--- config.mk ---
export PLATFORM = sky130hd
export DESIGN_NAME = vga_pattern_gen_flat
export DESIGN_NICKNAME = d
export VERILOG_FILES = /design/src/rtl/vga_pkg.sv /design/src/rtl/vga_pattern_gen_if.sv /design/src/rtl/vga_timing.sv /design/src/rtl/vga_pattern_gen.sv /design/src/flat_wrapper.sv
export SDC_FILE = /design/constraint.sdc
export NUM_CORES = 1
export LEC_CHECK = 0
export CORE_MARGIN = 3
export CORE_UTILIZATION = 40
export DETAILED_ROUTE_END_ITERATION = 16
export GPL_TIMING_DRIVEN = 0
export RECOVER_POWER = 25
export SETUP_SLACK_MARGIN = 0.3
export SLEW_MARGIN = 10
export SYNTH_ARGS = -nofsm -noshare
export SYNTH_HDL_FRONTEND = slang
export SYNTH_SLANG_ARGS = --single-unit
--- constraint.sdc ---
create_clock -name clk_100mhz -period 6.1 [get_ports clk_100mhz]
set_clock_uncertainty 0.05 [all_clocks]
set_input_delay 1.22 -clock clk_100mhz [delete_from_list [all_inputs] [get_ports clk_100mhz]]
set_output_delay 1.22 -clock clk_100mhz [all_outputs]
set_load 0.01 [all_outputs]
--- src/rtl/vga_pkg.sv ---
// Shared mode encoding and default 640x480 timing for the VGA pattern generator.
package vga_pkg;

    typedef enum logic [1:0] {
        BARS     = 2'd0,
        CHECKER  = 2'd1,
        GRADIENT = 2'd2,
        SOLID    = 2'd3
    } vga_mode_e;

    localparam int DEF_H_ACTIVE = 640;
    localparam int DEF_H_FP     = 16;
    localparam int DEF_H_SYNC   = 96;
    localparam int DEF_H_BP     = 48;
    localparam int DEF_V_ACTIVE = 480;
    localparam int DEF_V_FP     = 10;
    localparam int DEF_V_SYNC   = 2;
    localparam int DEF_V_BP     = 33;

endpackage

--- src/rtl/vga_pattern_gen_if.sv ---
// Video output bundle of the pattern generator: syncs, colour, coordinates, frame status.
interface vga_pattern_gen_if #(
    parameter int COLOR_W = 4,
    parameter int X_W     = 10,
    parameter int Y_W     = 9
);
    logic               hsync;
    logic               vsync;
    logic               de;
    logic               frame_start;
    logic [COLOR_W-1:0] vga_r;
    logic [COLOR_W-1:0] vga_g;
    logic [COLOR_W-1:0] vga_b;
    logic [X_W-1:0]     pix_x;
    logic [Y_W-1:0]     pix_y;
    logic [15:0]        frame_cnt;

    modport master (
        output hsync, vsync, de, frame_start,
        output vga_r, vga_g, vga_b,
        output pix_x, pix_y, frame_cnt
    );

    modport slave (
        input hsync, vsync, de, frame_start,
        input vga_r, vga_g, vga_b,
        input pix_x, pix_y, frame_cnt
    );
endinterface

--- src/rtl/vga_timing.sv ---
// Pixel divider, h/v counters and registered sync/de/coordinate decode.
module vga_timing
    import vga_pkg::*;
#(
    parameter int H_ACTIVE = DEF_H_ACTIVE,
    parameter int H_FP     = DEF_H_FP,
    parameter int H_SYNC   = DEF_H_SYNC,
    parameter int H_BP     = DEF_H_BP,
    parameter int V_ACTIVE = DEF_V_ACTIVE,
    parameter int V_FP     = DEF_V_FP,
    parameter int V_SYNC   = DEF_V_SYNC,
    parameter int V_BP     = DEF_V_BP,
    parameter int CLK_DIV  = 4,
    parameter int SYNC_POL = 0,
    localparam int H_TOTAL = H_ACTIVE + H_FP + H_SYNC + H_BP,
    localparam int V_TOTAL = V_ACTIVE + V_FP + V_SYNC + V_BP,
    localparam int HW      = $clog2(H_TOTAL),
    localparam int VW      = $clog2(V_TOTAL),
    localparam int X_W     = $clog2(H_ACTIVE),
    localparam int Y_W     = $clog2(V_ACTIVE)
) (
    input  logic           clk_100mhz,
    input  logic           rst_n,
    output logic           pix_en,
    output logic [HW-1:0]  h_cnt,
    output logic [VW-1:0]  v_cnt,
    output logic           active,
    output logic           hsync,
    output logic           vsync,
    output logic           de,
    output logic           frame_start,
    output logic [X_W-1:0] pix_x,
    output logic [Y_W-1:0] pix_y
);

    localparam logic        SYNC_ON   = 1'(SYNC_POL);
    localparam int unsigned HS_START  = H_ACTIVE + H_FP;
    localparam int unsigned HS_END    = H_ACTIVE + H_FP + H_SYNC;
    localparam int unsigned VS_START  = V_ACTIVE + V_FP;
    localparam int unsigned VS_END    = V_ACTIVE + V_FP + V_SYNC;

    generate
        if (CLK_DIV == 1) begin : g_nodiv
            assign pix_en = 1'b1;
        end else begin : g_div
            localparam int DW = $clog2(CLK_DIV);
            logic [DW-1:0] div_q, div_d;

            assign pix_en = (div_q == DW'(CLK_DIV - 1));
            always_comb div_d = pix_en ? '0 : div_q + 1'b1;

            always_ff @(posedge clk_100mhz or negedge rst_n) begin
                if (!rst_n) div_q <= '0;
                else        div_q <= div_d;
            end
        end
    endgenerate

    logic [HW-1:0]  h_cnt_q, h_cnt_d;
    logic [VW-1:0]  v_cnt_q, v_cnt_d;
    logic           h_last, v_last;
    logic           hsync_q, hsync_d, vsync_q, vsync_d;
    logic           de_q, fs_q, fs_d;
    logic [X_W-1:0] pix_x_q, pix_x_d;
    logic [Y_W-1:0] pix_y_q, pix_y_d;

    assign h_last = (h_cnt_q == HW'(H_TOTAL - 1));
    assign v_last = (v_cnt_q == VW'(V_TOTAL - 1));

    always_comb begin
        h_cnt_d = h_cnt_q;
        v_cnt_d = v_cnt_q;
        if (pix_en) begin
            h_cnt_d = h_last ? '0 : h_cnt_q + 1'b1;
            if (h_last) v_cnt_d = v_last ? '0 : v_cnt_q + 1'b1;
        end
    end

    // Decode runs every clk, so the outputs trail the counters by exactly one clk.
    always_comb begin
        active  = (32'(h_cnt_q) < 32'(H_ACTIVE)) && (32'(v_cnt_q) < 32'(V_ACTIVE));
        hsync_d = ((32'(h_cnt_q) >= HS_START) && (32'(h_cnt_q) < HS_END)) ? SYNC_ON : ~SYNC_ON;
        vsync_d = ((32'(v_cnt_q) >= VS_START) && (32'(v_cnt_q) < VS_END)) ? SYNC_ON : ~SYNC_ON;
        fs_d    = pix_en && (h_cnt_q == '0) && (v_cnt_q == '0);
        pix_x_d = active ? X_W'(h_cnt_q) : '0;
        pix_y_d = active ? Y_W'(v_cnt_q) : '0;
    end

    always_ff @(posedge clk_100mhz or negedge rst_n) begin
        if (!rst_n) begin
            h_cnt_q <= '0;
            v_cnt_q <= '0;
            hsync_q <= ~SYNC_ON;
            vsync_q <= ~SYNC_ON;
            de_q    <= 1'b0;
            fs_q    <= 1'b0;
            pix_x_q <= '0;
            pix_y_q <= '0;
        end else begin
            h_cnt_q <= h_cnt_d;
            v_cnt_q <= v_cnt_d;
            hsync_q <= hsync_d;
            vsync_q <= vsync_d;
            de_q    <= active;
            fs_q    <= fs_d;
            pix_x_q <= pix_x_d;
            pix_y_q <= pix_y_d;
        end
    end

    assign h_cnt       = h_cnt_q;
    assign v_cnt       = v_cnt_q;
    assign hsync       = hsync_q;
    assign vsync       = vsync_q;
    assign de          = de_q;
    assign frame_start = fs_q;
    assign pix_x       = pix_x_q;
    assign pix_y       = pix_y_q;

endmodule

--- src/rtl/vga_pattern_gen.sv ---
// VGA test-pattern generator: bars, checker, gradient or solid colour over vga_timing.
// Optional macro VGA_SCROLL_EN scrolls the gradient by one step per frame.
module vga_pattern_gen
    import vga_pkg::*;
#(
    parameter int H_ACTIVE  = DEF_H_ACTIVE,
    parameter int H_FP      = DEF_H_FP,
    parameter int H_SYNC    = DEF_H_SYNC,
    parameter int H_BP      = DEF_H_BP,
    parameter int V_ACTIVE  = DEF_V_ACTIVE,
    parameter int V_FP      = DEF_V_FP,
    parameter int V_SYNC    = DEF_V_SYNC,
    parameter int V_BP      = DEF_V_BP,
    parameter int CLK_DIV   = 4,
    parameter int COLOR_W   = 4,
    parameter int SYNC_POL  = 0,
    parameter int CHK_SHIFT = 5,
    localparam int H_TOTAL  = H_ACTIVE + H_FP + H_SYNC + H_BP,
    localparam int V_TOTAL  = V_ACTIVE + V_FP + V_SYNC + V_BP,
    localparam int HW       = $clog2(H_TOTAL),
    localparam int VW       = $clog2(V_TOTAL),
    localparam int X_W      = $clog2(H_ACTIVE),
    localparam int Y_W      = $clog2(V_ACTIVE)
) (
    input  logic                 clk_100mhz,
    input  logic                 rst_n,
    input  logic [1:0]           mode,
    input  logic [3*COLOR_W-1:0] solid_rgb,
    vga_pattern_gen_if.master    vid
);

    logic           pix_en, active, hsync, vsync, de, frame_start;
    logic [HW-1:0]  h_cnt;
    logic [VW-1:0]  v_cnt;
    logic [X_W-1:0] pix_x;
    logic [Y_W-1:0] pix_y;

    vga_timing #(
        .H_ACTIVE (H_ACTIVE), .H_FP (H_FP), .H_SYNC (H_SYNC), .H_BP (H_BP),
        .V_ACTIVE (V_ACTIVE), .V_FP (V_FP), .V_SYNC (V_SYNC), .V_BP (V_BP),
        .CLK_DIV  (CLK_DIV),  .SYNC_POL (SYNC_POL)
    ) u_timing (
        .clk_100mhz  (clk_100mhz),
        .rst_n       (rst_n),
        .pix_en      (pix_en),
        .h_cnt       (h_cnt),
        .v_cnt       (v_cnt),
        .active      (active),
        .hsync       (hsync),
        .vsync       (vsync),
        .de          (de),
        .frame_start (frame_start),
        .pix_x       (pix_x),
        .pix_y       (pix_y)
    );

    vga_mode_e            mode_q, mode_d;
    logic [3*COLOR_W-1:0] solid_q, solid_d;
    logic [15:0]          frame_cnt_q, frame_cnt_d;
    logic [COLOR_W-1:0]   r_q, r_d, g_q, g_d, b_q, b_d;
    logic [COLOR_W-1:0]   scroll, grad_r, grad_g;
    logic [2:0]           bar;
    logic                 chk;
    logic                 frame_load;

`ifdef VGA_SCROLL_EN
    assign scroll = frame_cnt_q[COLOR_W-1:0];
`else
    assign scroll = '0;
`endif

    assign frame_load = pix_en && (h_cnt == '0) && (v_cnt == '0);

    // The pattern decodes from the next shadow value so the new frame's settings
    // appear on the same clk as frame_start.
    always_comb begin
        mode_d  = mode_q;
        solid_d = solid_q;
        if (frame_load) begin
            mode_d  = vga_mode_e'(mode);
            solid_d = solid_rgb;
        end
    end

    always_comb frame_cnt_d = frame_start ? frame_cnt_q + 16'd1 : frame_cnt_q;

    always_comb begin
        bar    = 3'((32'(h_cnt) * 32'd8) / 32'(H_ACTIVE));
        chk    = 1'((32'(h_cnt) ^ 32'(v_cnt)) >> CHK_SHIFT);
        grad_r = COLOR_W'(32'(h_cnt) + 32'(scroll));
        grad_g = COLOR_W'(v_cnt);
        r_d    = '0;
        g_d    = '0;
        b_d    = '0;
        if (active) begin
            unique case (mode_d)
                BARS: begin
                    r_d = {COLOR_W{bar[2]}};
                    g_d = {COLOR_W{bar[1]}};
                    b_d = {COLOR_W{bar[0]}};
                end
                CHECKER: begin
                    r_d = {COLOR_W{chk}};
                    g_d = {COLOR_W{chk}};
                    b_d = {COLOR_W{chk}};
                end
                GRADIENT: begin
                    r_d = grad_r;
                    g_d = grad_g;
                    b_d = grad_r ^ grad_g;
                end
                SOLID: begin
                    r_d = solid_d[3*COLOR_W-1:2*COLOR_W];
                    g_d = solid_d[2*COLOR_W-1:COLOR_W];
                    b_d = solid_d[COLOR_W-1:0];
                end
            endcase
        end
    end

    always_ff @(posedge clk_100mhz or negedge rst_n) begin
        if (!rst_n) begin
            mode_q      <= BARS;
            solid_q     <= '0;
            frame_cnt_q <= '0;
            r_q         <= '0;
            g_q         <= '0;
            b_q         <= '0;
        end else begin
            mode_q      <= mode_d;
            solid_q     <= solid_d;
            frame_cnt_q <= frame_cnt_d;
            r_q         <= r_d;
            g_q         <= g_d;
            b_q         <= b_d;
        end
    end

    assign vid.hsync       = hsync;
    assign vid.vsync       = vsync;
    assign vid.de          = de;
    assign vid.frame_start = frame_start;
    assign vid.pix_x       = pix_x;
    assign vid.pix_y       = pix_y;
    assign vid.vga_r       = r_q;
    assign vid.vga_g       = g_q;
    assign vid.vga_b       = b_q;
    assign vid.frame_cnt   = frame_cnt_q;

endmodule
--- src/flat_wrapper.sv ---
// flat-port wrapper written by rule: the top's interface ports become plain ports
module vga_pattern_gen_flat import vga_pkg::*;
#(
    parameter int H_ACTIVE  = DEF_H_ACTIVE,
    parameter int H_FP      = DEF_H_FP,
    parameter int H_SYNC    = DEF_H_SYNC,
    parameter int H_BP      = DEF_H_BP,
    parameter int V_ACTIVE  = DEF_V_ACTIVE,
    parameter int V_FP      = DEF_V_FP,
    parameter int V_SYNC    = DEF_V_SYNC,
    parameter int V_BP      = DEF_V_BP,
    parameter int CLK_DIV   = 4,
    parameter int COLOR_W   = 4,
    parameter int SYNC_POL  = 0,
    parameter int CHK_SHIFT = 5,
    localparam int H_TOTAL  = H_ACTIVE + H_FP + H_SYNC + H_BP,
    localparam int V_TOTAL  = V_ACTIVE + V_FP + V_SYNC + V_BP,
    localparam int HW       = $clog2(H_TOTAL),
    localparam int VW       = $clog2(V_TOTAL),
    localparam int X_W      = $clog2(H_ACTIVE),
    localparam int Y_W      = $clog2(V_ACTIVE)
)
  (clk_100mhz, rst_n, mode, solid_rgb, vid_hsync, vid_vsync, vid_de, vid_frame_start, vid_vga_r, vid_vga_g, vid_vga_b, vid_pix_x, vid_pix_y, vid_frame_cnt);
  vga_pattern_gen_if #(.COLOR_W(COLOR_W)) vid_i ();
  input  logic clk_100mhz;
  input  logic rst_n;
  input  logic [1:0] mode;
  input  logic [3*COLOR_W-1:0] solid_rgb;
  output wire logic [$bits(vid_i.hsync)-1:0] vid_hsync;
  output wire logic [$bits(vid_i.vsync)-1:0] vid_vsync;
  output wire logic [$bits(vid_i.de)-1:0] vid_de;
  output wire logic [$bits(vid_i.frame_start)-1:0] vid_frame_start;
  output wire logic [$bits(vid_i.vga_r)-1:0] vid_vga_r;
  output wire logic [$bits(vid_i.vga_g)-1:0] vid_vga_g;
  output wire logic [$bits(vid_i.vga_b)-1:0] vid_vga_b;
  output wire logic [$bits(vid_i.pix_x)-1:0] vid_pix_x;
  output wire logic [$bits(vid_i.pix_y)-1:0] vid_pix_y;
  output wire logic [$bits(vid_i.frame_cnt)-1:0] vid_frame_cnt;
  assign vid_hsync = vid_i.hsync;
  assign vid_vsync = vid_i.vsync;
  assign vid_de = vid_i.de;
  assign vid_frame_start = vid_i.frame_start;
  assign vid_vga_r = vid_i.vga_r;
  assign vid_vga_g = vid_i.vga_g;
  assign vid_vga_b = vid_i.vga_b;
  assign vid_pix_x = vid_i.pix_x;
  assign vid_pix_y = vid_i.pix_y;
  assign vid_frame_cnt = vid_i.frame_cnt;
  vga_pattern_gen #(.H_ACTIVE(H_ACTIVE), .H_FP(H_FP), .H_SYNC(H_SYNC), .H_BP(H_BP), .V_ACTIVE(V_ACTIVE), .V_FP(V_FP), .V_SYNC(V_SYNC), .V_BP(V_BP), .CLK_DIV(CLK_DIV), .COLOR_W(COLOR_W), .SYNC_POL(SYNC_POL), .CHK_SHIFT(CHK_SHIFT)) u_core (.clk_100mhz(clk_100mhz), .rst_n(rst_n), .mode(mode), .solid_rgb(solid_rgb), .vid(vid_i));
endmodule
==> impl_metrics.csv, run 1 <==
group,metric,value,unit
detailed_routing,drtAntennaViolNets,0,
floorplan,dieArea,12900,µm²
timing,max_slew_margin,-0.257,
synth,yosysTopAreaCellShare,0.460,
final_layout,num_antenna_cells,0,
synth,synth_cells,473,
floorplan,start_util,0.417,
final_layout,drive_gt1_frac,0.104,
synth,yosys.area.top_type,"dfrtp_1",
final_layout,nNetsFinal,575,
synth,ys_ff_latch,87,
worst_setup_path,reg2reg_to,"u_core.vid.vga_b[1]",
detailed_routing,wirelength,11.9,mm
final_layout,final_area,5800,µm²
worst_setup_path,r2r_setup_slack,1.94,ns
placed_design,hpwl,8.94,mm
clock_network,cts.htree.levels,3,
floorplan,num_rows,38,
clock_network,path_clk_slew,0.06,ns
synth,syn_area_per_cell,9.78,µm²
worst_setup_path,required,6.26,ns
detailed_routing,vias,3805,
clock_network,cts_tree,"built",
worst_setup_path,r2r_start,"u_core.u_timing.h_cnt[0]",
clock_network,numCtsBuffers,9,
floorplan,die_y,114,µm
timing,hold_viol,0,
run_status,violations,"capacitance limit, slew limit",
worst_hold_path,min_path_cells,1,
detailed_routing,drtPass1Iterations,4,
synth,yosysWarnings,0,
timing,setup_viol,0,
synth,synth_edf_count,0,
placed_design,port_buffers,66,
worst_hold_path,holdPathEnd,"u_core.u_timing.g_div.div_q[0]",
synth,postSynth.asyncResetShare,1.00,
placed_design,place_congestion,0.943,
clock_network,clk_path_buf_depth,2,
run_status,status,"complete, but fails checks",
global_route,grt_pass1_vias,3736,
synth,synth_ff_type,"dfrtp_1",
floorplan,core,11100,µm²
clock_network,hold_buffers,0,
worst_setup_path,endpoint_kind,"register",
worst_setup_path,start_kind,"register",
final_layout,syn2layout_area_growth,25.4,%
global_route,grt_util_met2,0.276,
global_route,grt-ovfl-total,0,
power_and_ir_drop,p_leak,2.40,nW
global_route,grt-busiest-layer,"met1",
power_and_ir_drop,p_total,0.00122,W
synth,syn_area,4620,µm²
worst_setup_path,crit_type,"reg -> reg",
global_route,grt_max_degree,55,
worst_setup_path,crit_fanout,10,
synth,ys_seq_area_frac,0.471,
detailed_routing,drtIter0Drc,271,
global_route,grt_use_met1,0.284,
synth,synth_area_leaders,"dfrtp_1 (46%), xnor2_1 (4.4%), nor2_1 (3.5%)",
synth,syn_nets,497,
floorplan,pin_count,67,
power_and_ir_drop,p_per_area,211,nW/µm²
clock_network,cts_root_buffer,"clkbuf_16",
job,maxCapViolCount,1,
timing,worst_pin_slew,1.89,ns
timing,min_period,4.16,ns
detailed_routing,viasPerCell,5.47,
timing,fin_tns_setup,0,ns
worst_setup_path,r2r_cells,12,
placed_design,place_area,5490,µm²
global_route,gr-usage-all-layers,0.192,
timing,rsz0062_at_grt,"false",
worst_hold_path,hp-class,"reg -> reg",
detailed_routing,drc,0,
worst_setup_path,cp.arrival,4.32,ns
synth,synth_cell_type_count,72,
clock_network,cts_setup_buffers,0,
timing,report.final.slew_viol_count,34,
global_route,use_met3,0.0329,
clock_network,clock_latency,0.33,ns
clock_network,cts_sinks,87,
timing,fmax,0.240,GHz
floorplan,die_width,114,µm
detailed_routing,wire_per_inst,17.1,µm
global_route,antenna_found_initial,0,
global_route,grt_pass1_wl,19.6,mm
power_and_ir_drop,ir_worst_vdd,0.000132,V
clock_network,cts_resized,0,
worst_hold_path,min_from,"u_core.u_timing.g_div.div_q[0]",
timing,final.period_utilization,0.682,
## power breakdown
group / switching, W / internal [W] / total, W
combinational: 0.0000319 / 0.0000300 / 0.0000619
clock: 0.000220 / 0.000351 / 0.000571
sequential: 0.00000269 / 0.000588 / 0.000591
## stage by stage
stage	setup WS, ns	utilization	instances	hold slack (ns)
2_1_floorplan	2.75	-	473	0.353
3_3_place_gp	0.687	0.493	679	0.364
3_5_place_dp	1.98	0.495	680	0.373
4_1_cts	1.97	0.524	696	0.382
5_1_grt	1.55	0.523	696	0.402
6_report	1.94	0.523	696	0.376
## sequential cells by signal, indices dropped and copies added (netlist names)
| name | count |
|---|---|
| u_core.u_timing.h_cnt | 10 |
| u_core.u_timing.hsync | 1 |
| u_core.vid.vga_r | 4 |
| u_core.u_timing.de | 1 |
| u_core.mode_q | 2 |
| u_core.solid_q | 12 |
| u_core.u_timing.pix_x | 10 |
| u_core.u_timing.frame_start | 1 |
| u_core.vid.vga_g | 4 |
| u_core.u_timing.g_div.div_q | 2 |
| u_core.u_timing.vsync | 1 |
| u_core.vid.vga_b | 4 |
| u_core.u_timing.v_cnt | 10 |
| u_core.vid.frame_cnt | 16 |
| u_core.u_timing.pix_y | 9 |
## Yosys cell counts (11+ instances only)
master    instances
a21oi_1          19
clkbuf_1         24
dfrtp_1          85
inv_1            13
mux2_2           13
nand2_1          42
nand3_1          24
nand4_1          11
nor2_1           43
o21ai_0          17
xnor2_1          23
xor2_1           12
## worst max-delay path by stage
stage / end / cells after the start / from
2_1_floorplan: u_core.vid.vga_b[0] / 12 / u_core.u_timing.h_cnt[0]
3_3_place_gp: u_core.u_timing.pix_x[9] / 1 / rst_n
3_5_place_dp: u_core.vid.vga_b[1] / 12 / u_core.u_timing.h_cnt[0]
4_1_cts: u_core.vid.vga_b[1] / 12 / u_core.u_timing.h_cnt[0]
5_1_grt: u_core.vid.vga_b[3] / 10 / u_core.u_timing.h_cnt[5]
6_report: u_core.vid.vga_b[1] / 12 / u_core.u_timing.h_cnt[0]
## cell families after synthesis
family / share of synthesized area
buffers and inverters: 0.0368
adders and majority gates: 0.0216
xor gates and xnor gates: 0.0698
AOI/OAI and AO/OA: 0.148
DFF: 0.471
and+or+nand+nor: 0.203
muxes: 0.0490
## critical path, stage by stage, from the launching register on
cell	delay [ns]
dfrtp_1	0.34
clkbuf_1	0.39
inv_1	0.19
ha_1	0.31
nor4b_2	0.44
buf_4	0.26
a31oi_1	0.23
mux2i_1	0.39
mux2i_1	0.39
a21bo_2	0.29
a221oi_1	0.30
o32a_1	0.35
nor2_1	0.09
## cell type report
type,instances,area [µm²]
clock buffer,12,267
clock inverter,4,51.3
buffer,29,118
sequential,87,2180
multi-input combinational,343,2270
inverter,14,52.6
tap,140,175
timing repair buffer,67,682
fill,1059,5280
## per-layer routing
metal,vias to the layer above,part of all wire
met5,-,0
met4,0,0.018
met3,18,0.057
met2,114,0.44
met1,1825,0.48
li1,1848,-
## placed cells by master (no fill, tap or decap), types with 7 or more instances in the layout
master	instances
mux2_2	13
nand2_1	42
inv_1	13
clkdlybuf4s50_1	65
ha_1	8
nand3_1	24
o21ai_1	7
clkbuf_1	25
o31ai_1	7
a21oi_1	19
xor2_1	12
nand4_1	11
dfrtp_1	85
o21ai_0	17
nor2_1	43
mux2i_1	8
and2_1	9
clkbuf_16	9
xnor2_1	23
nor3_1	10
Power figures use the tool's default switching activity.
==> run 2: changes to the inputs <==
==> constraint.sdc (replaced) <==
create_clock -name clk_100mhz -period 4.1 [get_ports clk_100mhz]
set_clock_uncertainty 0.05 [all_clocks]
set_input_delay 0.82 -clock clk_100mhz [delete_from_list [all_inputs] [get_ports clk_100mhz]]
set_output_delay 0.82 -clock clk_100mhz [all_outputs]
set_load 0.01 [all_outputs]
==> run 2 against run 1 <==
Against the previous run: highest routed layer unchanged; combinational power increased by 46%; die area unchanged; count of clock-buffer cells in the layout unchanged; cell count increased by 0.43%; the flow still finishes with violations (capacitance limit, slew limit); non-clock buffer count increased by 3; sequential share of layout area decreased by 0.45 points; register-to-register slack got worse by 1.5 ns; largest cell class unchanged; wire length increased by 1.5%; sequential cell count unchanged; via count increased by 0.92%; critical path depth unchanged.
==> impl_metrics.csv, run 2 (synthesized netlist as in run 1, its figures left out) <==
group,metric,value,unit
run_status,status,"complete, but fails checks",
run_status,violations,"capacitance limit, slew limit",
worst_setup_path,r2r_cells,12,
floorplan,num_rows,38,
placed_design,hpwl,8.94,mm
clock_network,path_clk_slew,0.06,ns
worst_hold_path,holdPathEnd,"u_core.u_timing.g_div.div_q[0]",
detailed_routing,drc,0,
worst_hold_path,hp-class,"reg -> reg",
power_and_ir_drop,ir_worst_vdd,0.000196,V
worst_hold_path,min_from,"u_core.u_timing.g_div.div_q[0]",
detailed_routing,viasPerCell,5.49,
global_route,antenna_found_initial,0,
final_layout,final_area,5870,µm²
floorplan,core,11100,µm²
placed_design,port_buffers,66,
detailed_routing,drtAntennaViolNets,0,
final_layout,nNetsFinal,578,
power_and_ir_drop,p_leak,2.42,nW
placed_design,place_area,5490,µm²
floorplan,dieArea,12900,µm²
timing,max_slew_margin,-0.158,
power_and_ir_drop,swShare,0.209,
clock_network,numCtsBuffers,9,
final_layout,syn2layout_area_growth,26.9,%
global_route,grt-ovfl-total,0,
worst_setup_path,worst_path_most_repeated_cell,"mux2i_2",
global_route,gr-usage-all-layers,0.193,
timing,min_period,3.65,ns
final_layout,largest_reg_flops,16,
final_layout,utilization,0.530,
clock_network,cts.htree.levels,3,
clock_network,clock_latency,0.34,ns
clock_network,cts_tree,"built",
timing,fmax,0.274,GHz
worst_hold_path,min_path_cells,1,
power_and_ir_drop,pwr-share-clk,0.468,
worst_setup_path,crit_family,"simple AND/OR/NAND/NOR gates",
floorplan,start_util,0.417,
worst_setup_path,slowest_delay,0.56,ns
detailed_routing,wirelength,12.1,mm
worst_setup_path,crit_fanout,7,
timing,worst_pin_slew,1.74,ns
placed_design,place_ws,-0.0193,ns
timing,hold_viol,0,
timing,report.final.slew_viol_count,35,
timing,fin_ws,0.446,ns
final_layout,layout_commonest_cell,"dfrtp_1",
timing,setup_viol,0,
global_route,grt_max_degree,55,
clock_network,cts_root_buffer,"clkbuf_16",
worst_setup_path,r2r_start,"u_core.u_timing.h_cnt[0]",
power_and_ir_drop,seqPwrFrac,0.482,
timing,whs,0.376,ns
power_and_ir_drop,internal_power,0.00144,W
detailed_routing,wire_per_inst,17.3,µm
worst_setup_path,r2r_setup_slack,0.45,ns
floorplan,die_width,114,µm
worst_setup_path,required,4.27,ns
worst_setup_path,crit_type,"reg -> reg",
job,maxCapViolCount,1,
final_layout,mostFrequentLayoutCells,"dfrtp_1 (85), clkdlybuf4s50_1 (65), nor2_1 (43), nand2_1 (42)",
worst_setup_path,crit_chain,"buf_2, inv_1, ha_1, or4b_4, nor3_2, mux2i_2, nand2_1, mux2i_2, a21bo_2, a221oi_1, o32a_2, nor2_1",
worst_setup_path,reg2reg_to,"u_core.vid.vga_b[2]",
clock_network,cts_sinks,87,
power_and_ir_drop,power_switching,0.000381,W
timing,final.period_utilization,0.891,
final_layout,num_antenna_cells,0,
worst_setup_path,endpoint_kind,"register",
worst_setup_path,start_kind,"register",
detailed_routing,drtIter0Drc,315,
worst_setup_path,slowest_stage,"or4b_4",
floorplan,die_y,114,µm
worst_setup_path,cp.arrival,3.82,ns
floorplan,pin_count,67,
global_route,grt_pass1_vias,3753,
power_and_ir_drop,combPwrFrac,0.049,
timing,rsz0062_at_grt,"true",
detailed_routing,vias,3840,
final_layout,drive_gt1_frac,0.125,
clock_network,clk_path_buf_depth,2,
detailed_routing,drtPass1Iterations,5,
power_and_ir_drop,p_per_area,310,nW/µm²
worst_setup_path,cp_num_buf_inv,2,
placed_design,place_congestion,0.943,
global_route,grt_pass1_wl,19.7,mm
run 2: cell count changes in the layout (fill, tap and decap cells not counted), moves of 2 or more:
| cell | before | now |
|---|---|---|
| buf_4 | 1 | 4 |
| mux2i_1 | 8 | 5 |
| mux2i_2 | 0 | 2 |
| nor3_4 | 0 | 2 |
run 2: metal layers:
metal | share of wire | global-route usage
met1 | 0.48 | 0.283
met4 | 0.017 | 0.0825
met2 | 0.45 | 0.280
met5 | 0 | 0
met3 | 0.049 | 0.0329
run 2: worst reg2reg max path, cell delays in order, from the launching register on:
cell and delay (ns):
dfrtp_1 0.34, buf_2 0.22, inv_1 0.13, ha_1 0.31, or4b_4 0.56, nor3_2 0.23
mux2i_2 0.34, nand2_1 0.13, mux2i_2 0.29, a21bo_2 0.29, a221oi_1 0.30, o32a_2 0.29
nor2_1 0.07
run 2: power by group through the flow:
| stage | combinational (W) | clock (W) | sequential (W) |
|---|---|---|---|
| 2_1_floorplan | 0.0000274 | 0 | 0.000899 |
| 3_3_place_gp | 0.0000907 | 0 | 0.000894 |
| 3_5_place_dp | 0.0000946 | 0 | 0.000895 |
| 4_1_cts | 0.0000953 | 0.000868 | 0.000879 |
| 5_1_grt | 0.000101 | 0.000902 | 0.000880 |
| 6_report | 0.0000902 | 0.000853 | 0.000879 |
run 2: layout make-up:
class	count	area, µm²
buffer	29	119
clock inverter	4	51.3
tap	140	175
multi-input combinational	343	2340
clock buffer	12	267
inverter	14	52.6
sequential	87	2180
timing repair buffer	70	682
fill	1058	5210
run 2: how the worst max path moves through the flow:
stage                             startpoint                       end  slack (ns)  cells after the start
CTS                 u_core.u_timing.h_cnt[0]       u_core.vid.vga_g[1]        0.31                     11
finish              u_core.u_timing.h_cnt[0]       u_core.vid.vga_b[2]        0.45                     12
detailed placement  u_core.u_timing.h_cnt[0]       u_core.vid.vga_b[1]       -0.02                     12
floorplan           u_core.u_timing.h_cnt[0]       u_core.vid.vga_b[0]        0.75                     12
global route        u_core.u_timing.h_cnt[8]       u_core.vid.vga_b[3]        0.21                     13
global placement                       rst_n  u_core.u_timing.pix_x[9]       -0.91                      1
run 2: through the flow:
stage | power, W | std cells | setup TNS, ns
final | 0.00182 | 699 | 0
after global routing | 0.00188 | 699 | 0
after CTS | 0.00184 | 697 | 0
after detailed placement | 0.000989 | 680 | -0.0693
after global placement | 0.000985 | 679 | -77.22
after floorplan | 0.000927 | 473 | 0
run 2: what timing repair did:
action                                  4_1_cts  5_1_grt
hold endpoints to repair                      0        0
resized for setup                             5       11
endpoints found under the setup margin        8        8
gates cloned                                  0        0
setup buffers                                 1        2
hold buffers                                  0        0
pin swaps                                     0        2
==> edit 1, RTL diff (settings of run 2) <==
`pix_x_q` and `pix_y_q` no longer have a reset.
--- a/src/rtl/vga_timing.sv
+++ b/src/rtl/vga_timing.sv
@@ -94,8 +94,6 @@
             vsync_q <= ~SYNC_ON;
             de_q    <= 1'b0;
             fs_q    <= 1'b0;
-            pix_x_q <= '0;
-            pix_y_q <= '0;
         end else begin
             h_cnt_q <= h_cnt_d;
             v_cnt_q <= v_cnt_d;
@@ -103,9 +101,12 @@
             vsync_q <= vsync_d;
             de_q    <= active;
             fs_q    <= fs_d;
-            pix_x_q <= pix_x_d;
-            pix_y_q <= pix_y_d;
         end
+    end
+
+    always_ff @(posedge clk_100mhz) begin
+        pix_x_q <= pix_x_d;
+        pix_y_q <= pix_y_d;
     end
 
     assign h_cnt       = h_cnt_q;
Behaviour: differs if rst_n is asserted again (counterexample within 10 cycles, from zero or initial values and one cycle with rst_n low); with rst_n held inactive, the same outputs for 10 cycles.
==> edit 1 against run 2 <==
Routed wire length down 10%; area after synthesis down 5.7%; worst setup slack worse by 7.5 ps; total power down 16%; sequential cell count unchanged; count of clock-buffer cells in the layout down 2; worst hold slack better by 15 ps; core utilization up 0.45 points; cell area down 4.8%; largest cell class unchanged.
==> edit 1: results (changes against run 2) <==
Ys Warns=0 (unchanged); Worst slew margin=29.68% (was -15.83%); post-synth cell types=64 (was 72); last weighted congestion value of the routability-driven placer=0.8671 (was 0.9427); largest net degree at the start of global routing=53 (was 55); Via density=5.450 (was 5.494); total wire length=10830 microns (was 12080 microns); vias in the first global route=3662 (was 3753); DR iter-0 viols=282 (was 315); Mapped Nets=468 (was 497); placed insts=647 (was 680); status=complete, no violations (was finished, violations left); dpl ws=-64.66 ps (was -19.33 ps); Post-synth top cells=dfrtp_1 (66), nor2_1 (48), nand2_1 (32) (was dfrtp_1 (85), nor2_1 (43), nand2_1 (42)); Detailed Place HPWL=8000 microns (was 8944 microns); Post-synth ARST share=78.16% (was 100.0%); launch point of the worst path=u_core.u_timing.h_cnt[1] (was u_core.u_timing.h_cnt[0]); Non-Filler Instances=673 (was 699); maxcap violations=0 (was 1); Gate Count Post-Synth=444 (was 473); antenna violations before repair=0 (unchanged); H-tree depth=3 (unchanged); Clock transition at path regs=90 ps (was 60 ps); share of post-route cells with drive strength above 1=14.15% (was 12.52%); reg2reg setup slack=~440 ps; diodes inserted=0 (unchanged); TritonRoute pass-1 iters=4 (was 5); CP max FO=7 (unchanged); synth top area cells=dfrtp_1 (38%), dfxtp_1 (8.7%), xnor2_1 (5.4%), nor2_1 (4.1%), mux2_2 (3.6%) (was dfrtp_1 (46%), xnor2_1 (4.4%), nor2_1 (3.5%), nand2_1 (3.4%), mux2_2 (3.2%)); sequential fraction of the synthesis area=47.79% (was 47.13%); Worst Hold Class=reg2reg (unchanged); Clk Latency, worst-skew pair=340 ps (about the same); min cycle time layout=3661 ps (was 3654 ps); max reg flops=16 (unchanged); Lkg Pwr=2.206 nW (was 2.416 nW); cells on worst reg2reg path=11 (was 12); Final #Nets=556 (was 578); Pint=1.158 mW (was 1.440 mW); WP data arrival=3820 ps (about the same); crit path capture=u_core.vid.vga_b[0] (was u_core.vid.vga_b[2]); clk root buf=clkbuf_8 (was clkbuf_16); Max VDD drop=0.0001949 V (was 0.0001965 V); IO buf count=66 (unchanged); first-pass GRT wire length=18530 microns (was 19680 microns); gr usage total=18.20% (was 19.25%); Bufs on Longest Clock Path=2 (unchanged); Num CTS Buffers=9 (unchanged); Hold Path Cell Cnt=1 (unchanged)
## edit 1: logic make-up (layout without fill, tap and decap cells)
logic type      after synthesis  after routing  share of synthesized area, %
fa+ha+maj                     8              8                         2.295
xor+xnor                     34             34                         6.827
buf+inv                      36            129                         3.299
flops                        87             87                         47.79
simple gates                164            164                         19.19
compound gates               99             99                         16.52
mux                          16             16                         4.073
## edit 1: through the flow
stage / cell area (sq um) / TNS [ps] / hold WS [ps]
CTS: 5474 / 0 / 274.2
floorplan: 4362 / 0 / 353.1
detailed placement: 5218 / -215.2 / 371.4
global placement: 5192 / -11070 / 364.9
global route: 5590 / 0 / 406.9
finish: 5590 / 0 / 390.8
## edit 1: cell type report
class / instances / area [sq um]
clock inverters: 6 / 45.04
multi-input cells: 321 / 2232
clock buffers: 10 / 137.6
inverters: 12 / 45.04
well taps: 136 / 170.2
fillers: 996 / 4872
flip-flops and latches: 87 / 2087
repair buffers: 77 / 769.5
plain buffers: 24 / 103.9
## edit 1: routing by layer
metal  vias up  GRT usage (%)  routed length, microns
met3         6          3.288                     392
met4         0          5.008                      72
li1       1768              -                       -
met1      1822          25.11                    4966
met2        72          29.41                    5400
met5         -              0                       0
## edit 1: power by group through the flow
stage	clock [mW]	sequential, mW	combinational, mW
CTS	0.581	0.876	0.0972
finish	0.557	0.876	0.0957
detailed placement	0	0.893	0.0964
floorplan	0	0.898	0.0310
global placement	0	0.894	0.0919
global route	0.617	0.878	0.106
## edit 1: worst max-delay path, cell delays in order (launching register included)
cell and delay [ps]:
dfrtp_2 450, inv_2 110, ha_1 200, or4b_4 500, or3_4 380, o31ai_4 260
o21ai_4 140, and3_1 190, o41a_1 450, a221o_1 410, a221oi_4 310, nor2_1 100
## edit 1: worst min-delay path by stage
| stage | start | to | slack (ps) |
|---|---|---|---|
| 6_report | u_core.u_timing.g_div.div_q[0] | u_core.u_timing.g_div.div_q[0] | 390 |
| 5_1_grt | u_core.u_timing.g_div.div_q[0] | u_core.u_timing.g_div.div_q[0] | 410 |
| 4_1_cts | rst_n | u_core.u_timing.de | 270 |
| 3_5_place_dp | u_core.u_timing.g_div.div_q[0] | u_core.u_timing.g_div.div_q[0] | 370 |
| 3_3_place_gp | u_core.u_timing.g_div.div_q[0] | u_core.u_timing.g_div.div_q[0] | 360 |
| 2_1_floorplan | u_core.u_timing.g_div.div_q[0] | u_core.u_timing.g_div.div_q[0] | 350 |
## edit 1: what timing repair did
item / in CTS / in global routing
pin swaps: 1 / 5
endpoints found under the setup margin: 12 / 12
cloned: 0 / 0
resized for setup: 9 / 20
setup buffers: 4 / 6
==> edit 2, RTL diff (settings of run 2) <==
Made on the original files. `SYNC_POL` is set to 0 in 3 places; all go to 1.
--- a/src/rtl/vga_timing.sv
+++ b/src/rtl/vga_timing.sv
@@ -11,7 +11,7 @@
     parameter int V_SYNC   = DEF_V_SYNC,
     parameter int V_BP     = DEF_V_BP,
     parameter int CLK_DIV  = 4,
-    parameter int SYNC_POL = 0,
+    parameter int SYNC_POL = 1,
     localparam int H_TOTAL = H_ACTIVE + H_FP + H_SYNC + H_BP,
     localparam int V_TOTAL = V_ACTIVE + V_FP + V_SYNC + V_BP,
     localparam int HW      = $clog2(H_TOTAL),
--- a/src/rtl/vga_pattern_gen.sv
+++ b/src/rtl/vga_pattern_gen.sv
@@ -13,7 +13,7 @@
     parameter int V_BP      = DEF_V_BP,
     parameter int CLK_DIV   = 4,
     parameter int COLOR_W   = 4,
-    parameter int SYNC_POL  = 0,
+    parameter int SYNC_POL  = 1,
     parameter int CHK_SHIFT = 5,
     localparam int H_TOTAL  = H_ACTIVE + H_FP + H_SYNC + H_BP,
     localparam int V_TOTAL  = V_ACTIVE + V_FP + V_SYNC + V_BP,
--- a/src/flat_wrapper.sv
+++ b/src/flat_wrapper.sv
@@ -11,7 +11,7 @@
     parameter int V_BP      = DEF_V_BP,
     parameter int CLK_DIV   = 4,
     parameter int COLOR_W   = 4,
-    parameter int SYNC_POL  = 0,
+    parameter int SYNC_POL  = 1,
     parameter int CHK_SHIFT = 5,
     localparam int H_TOTAL  = H_ACTIVE + H_FP + H_SYNC + H_BP,
     localparam int V_TOTAL  = V_ACTIVE + V_FP + V_SYNC + V_BP,
Behaviour: not the same (a bounded check fails within 4 cycles, from zero or initial values and one cycle with rst_n low).
==> edit 2 against run 2 <==
The run still ends with max-capacitance violations, max-slew violations left; first-iteration DRC count grew 33%; sequential power about the same; cell count rose by 3.6%; combinational power rose by 2%; sequential cell count unchanged; area after synthesis up 1.8%; routed wire length increased by 12%; sequential share of layout area is 2.6 points lower; largest cell class unchanged; largest power group unchanged; core utilization up 3.5 points; worst setup slack worse by 100 ps; total power down 1.8%; cell area increased by 7.6%.
==> edit 2: results (changes against run 2) <==
failing checks=max-capacitance violations, max-slew violations (unchanged); antenna violations before repair=0 (unchanged); share of post-route cells with drive strength above 1=18.84% (was 12.52%); total wire length=13560 microns (was 12080 microns); WP data arrival=3900 ps (was 3820 ps); Clk Latency, worst-skew pair=340 ps (about the same); gr usage total=20.49% (was 19.25%); max reg flops=16 (unchanged); Worst Hold Class=reg2reg (unchanged); post-cts resize count=22 (was 5); H-tree depth=3 (unchanged); Setup Crit Path Kind=reg2reg (unchanged); launch point of the worst path=u_core.u_timing.h_cnt[0] (unchanged); diodes inserted=0 (unchanged); post-synth cell types=68 (was 72); Max VDD drop=0.0002497 V (was 0.0001965 V); Final Max Slew Viols=44 (was 35); Least-Margin Pin Slew=2235 ps (was 1737 ps); vias in the first global route=4047 (was 3753); Mapped Nets=504 (was 497); cells on worst reg2reg path=13 (was 12); maxcap violations=1 (unchanged); Bufs on Longest Clock Path=2 (unchanged); DR iter-0 viols=420 (was 315); Clock transition at path regs=60 ps (about the same); Post-synth ARST share=100.0% (unchanged); Lkg Pwr=2.550 nW (was 2.416 nW); Ys Warns=0 (unchanged); CP max FO=4 (was 7); Layout fillers=964 (was 1058); Final #Nets=604 (was 578); status=finished, violations left (unchanged); via count=4211 (was 3840); placed insts=687 (was 680); synth top area cells=dfrtp_1 (46%), xnor2_1 (4.3%), o21ai_0 (3.6%), nand2_1 (3.4%), mux2_2 (3.3%) (was dfrtp_1 (46%), xnor2_1 (4.4%), nor2_1 (3.5%), nand2_1 (3.4%), mux2_2 (3.2%)); largest net degree at the start of global routing=46 (was 55); Detailed Place HPWL=9330 microns (was 8944 microns); TritonRoute pass-1 iters=5 (unchanged); clk root buf=clkbuf_16 (unchanged); post-CTS setup buffers=8 (was 1); last weighted congestion value of the routability-driven placer=0.9385 (was 0.9427); share of the synthesized area in the top cell type=46.25% (was 46.00%); Post-synth top cells=dfrtp_1 (87), nand2_1 (43), nor2_1 (35) (was dfrtp_1 (85), nor2_1 (43), nand2_1 (42)); sequential fraction of the synthesis area=46.25% (was 47.13%); post-DR wirelength/cell=18.73 microns (was 17.27 microns); syn_area_per_cell=9.806 sq um (was 9.777 sq um); first-pass GRT wire length=21290 microns (was 19680 microns); Num CTS Buffers=9 (unchanged); R2R Path Start=u_core.u_timing.h_cnt[0] (unchanged); reg2reg setup slack=350 ps (was 450 ps); FF-to-FF End=u_core.vid.vga_b[1] (was u_core.vid.vga_b[2]); IO buf count=66 (unchanged)
edit 2: changes by cell type after synthesis, moves of 6 or more:
| cell | change |
|---|---|
| nand3_1 | -8 |
| o21ai_0 | +17 |
| clkbuf_1 | -7 |
| nand4_1 | +6 |
| o211ai_1 | +9 |
| nor2_1 | -8 |
| and2_1 | +12 |
edit 2: how the worst min path moves through the flow:
stage                                    from                              to  slack, ps  depth (start not counted)
2_1_floorplan  u_core.u_timing.g_div.div_q[0]  u_core.u_timing.g_div.div_q[0]        350                          1
5_1_grt        u_core.u_timing.g_div.div_q[0]  u_core.u_timing.g_div.div_q[0]        400                          1
3_5_place_dp   u_core.u_timing.g_div.div_q[0]  u_core.u_timing.g_div.div_q[0]        370                          1
3_3_place_gp   u_core.u_timing.g_div.div_q[0]  u_core.u_timing.g_div.div_q[0]        360                          1
6_report       u_core.u_timing.g_div.div_q[0]  u_core.u_timing.g_div.div_q[0]        380                          1
4_1_cts        u_core.u_timing.g_div.div_q[0]  u_core.u_timing.g_div.div_q[0]        380                          1
edit 2: cells by family after synthesis:
family	share of synthesized area, %
muxes	5.476
and+or+nand+nor	19.03
buffers and inverters	4.332
xor gates and xnor gates	5.768
adders and majority gates	2.127
DFF	46.25
AOI/OAI and AO/OA	17.01
edit 2: per-layer routing:
| layer | GRT usage, % | vias up | part of all wire (%) |
|---|---|---|---|
| met2 | 31.55 | 193 | 46 |
| li1 | - | 1933 | - |
| met1 | 29.61 | 2066 | 46 |
| met3 | 3.647 | 19 | 6.8 |
| met5 | 0 | - | 0 |
| met4 | 5.938 | 0 | 1.1 |
edit 2: worst max-delay path: stages (launching register included):
cell      delay, ps
dfrtp_1         410
buf_8           140
buf_6           110
buf_6           110
or4_4           550
or4b_4          600
o211a_4         180
nand2_4          80
a211oi_4         70
o41a_1          500
a31oi_1         210
o21ai_1         130
a221oi_4        380
a21oi_1          80
edit 2: power by group:
| part | switching (mW) | internal (mW) | total (mW) |
|---|---|---|---|
| registers | 0.00448 | 0.874 | 0.879 |
| clock network | 0.347 | 0.470 | 0.818 |
| logic | 0.0467 | 0.0451 | 0.0918 |
edit 2: area by class of cell:
type	count	area, sq um	share of cell area, %
inverter	14	57.56	0.9113
timing repair buffer	89	858.3	13.59
sequential	87	2178	34.49
tap	140	175.2	2.773
clock inverter	5	57.56	0.9113
buffer	30	173.9	2.754
clock buffer	10	229.0	3.625
multi-input combinational	349	2586	40.95
edit 2: through the flow:
| stage | setup slack, ps | hold slack [ps] | instance area (sq um) |
|---|---|---|---|
| after global placement | -1013 | 364.6 | 5543 |
| after floorplan | 489.9 | 353.1 | 4707 |
| after CTS | 303.2 | 382.3 | 6031 |
| after detailed placement | -326.7 | 372.7 | 5568 |
| final | 346.9 | 384.3 | 6316 |
| after global routing | 209.6 | 402.0 | 6316 |
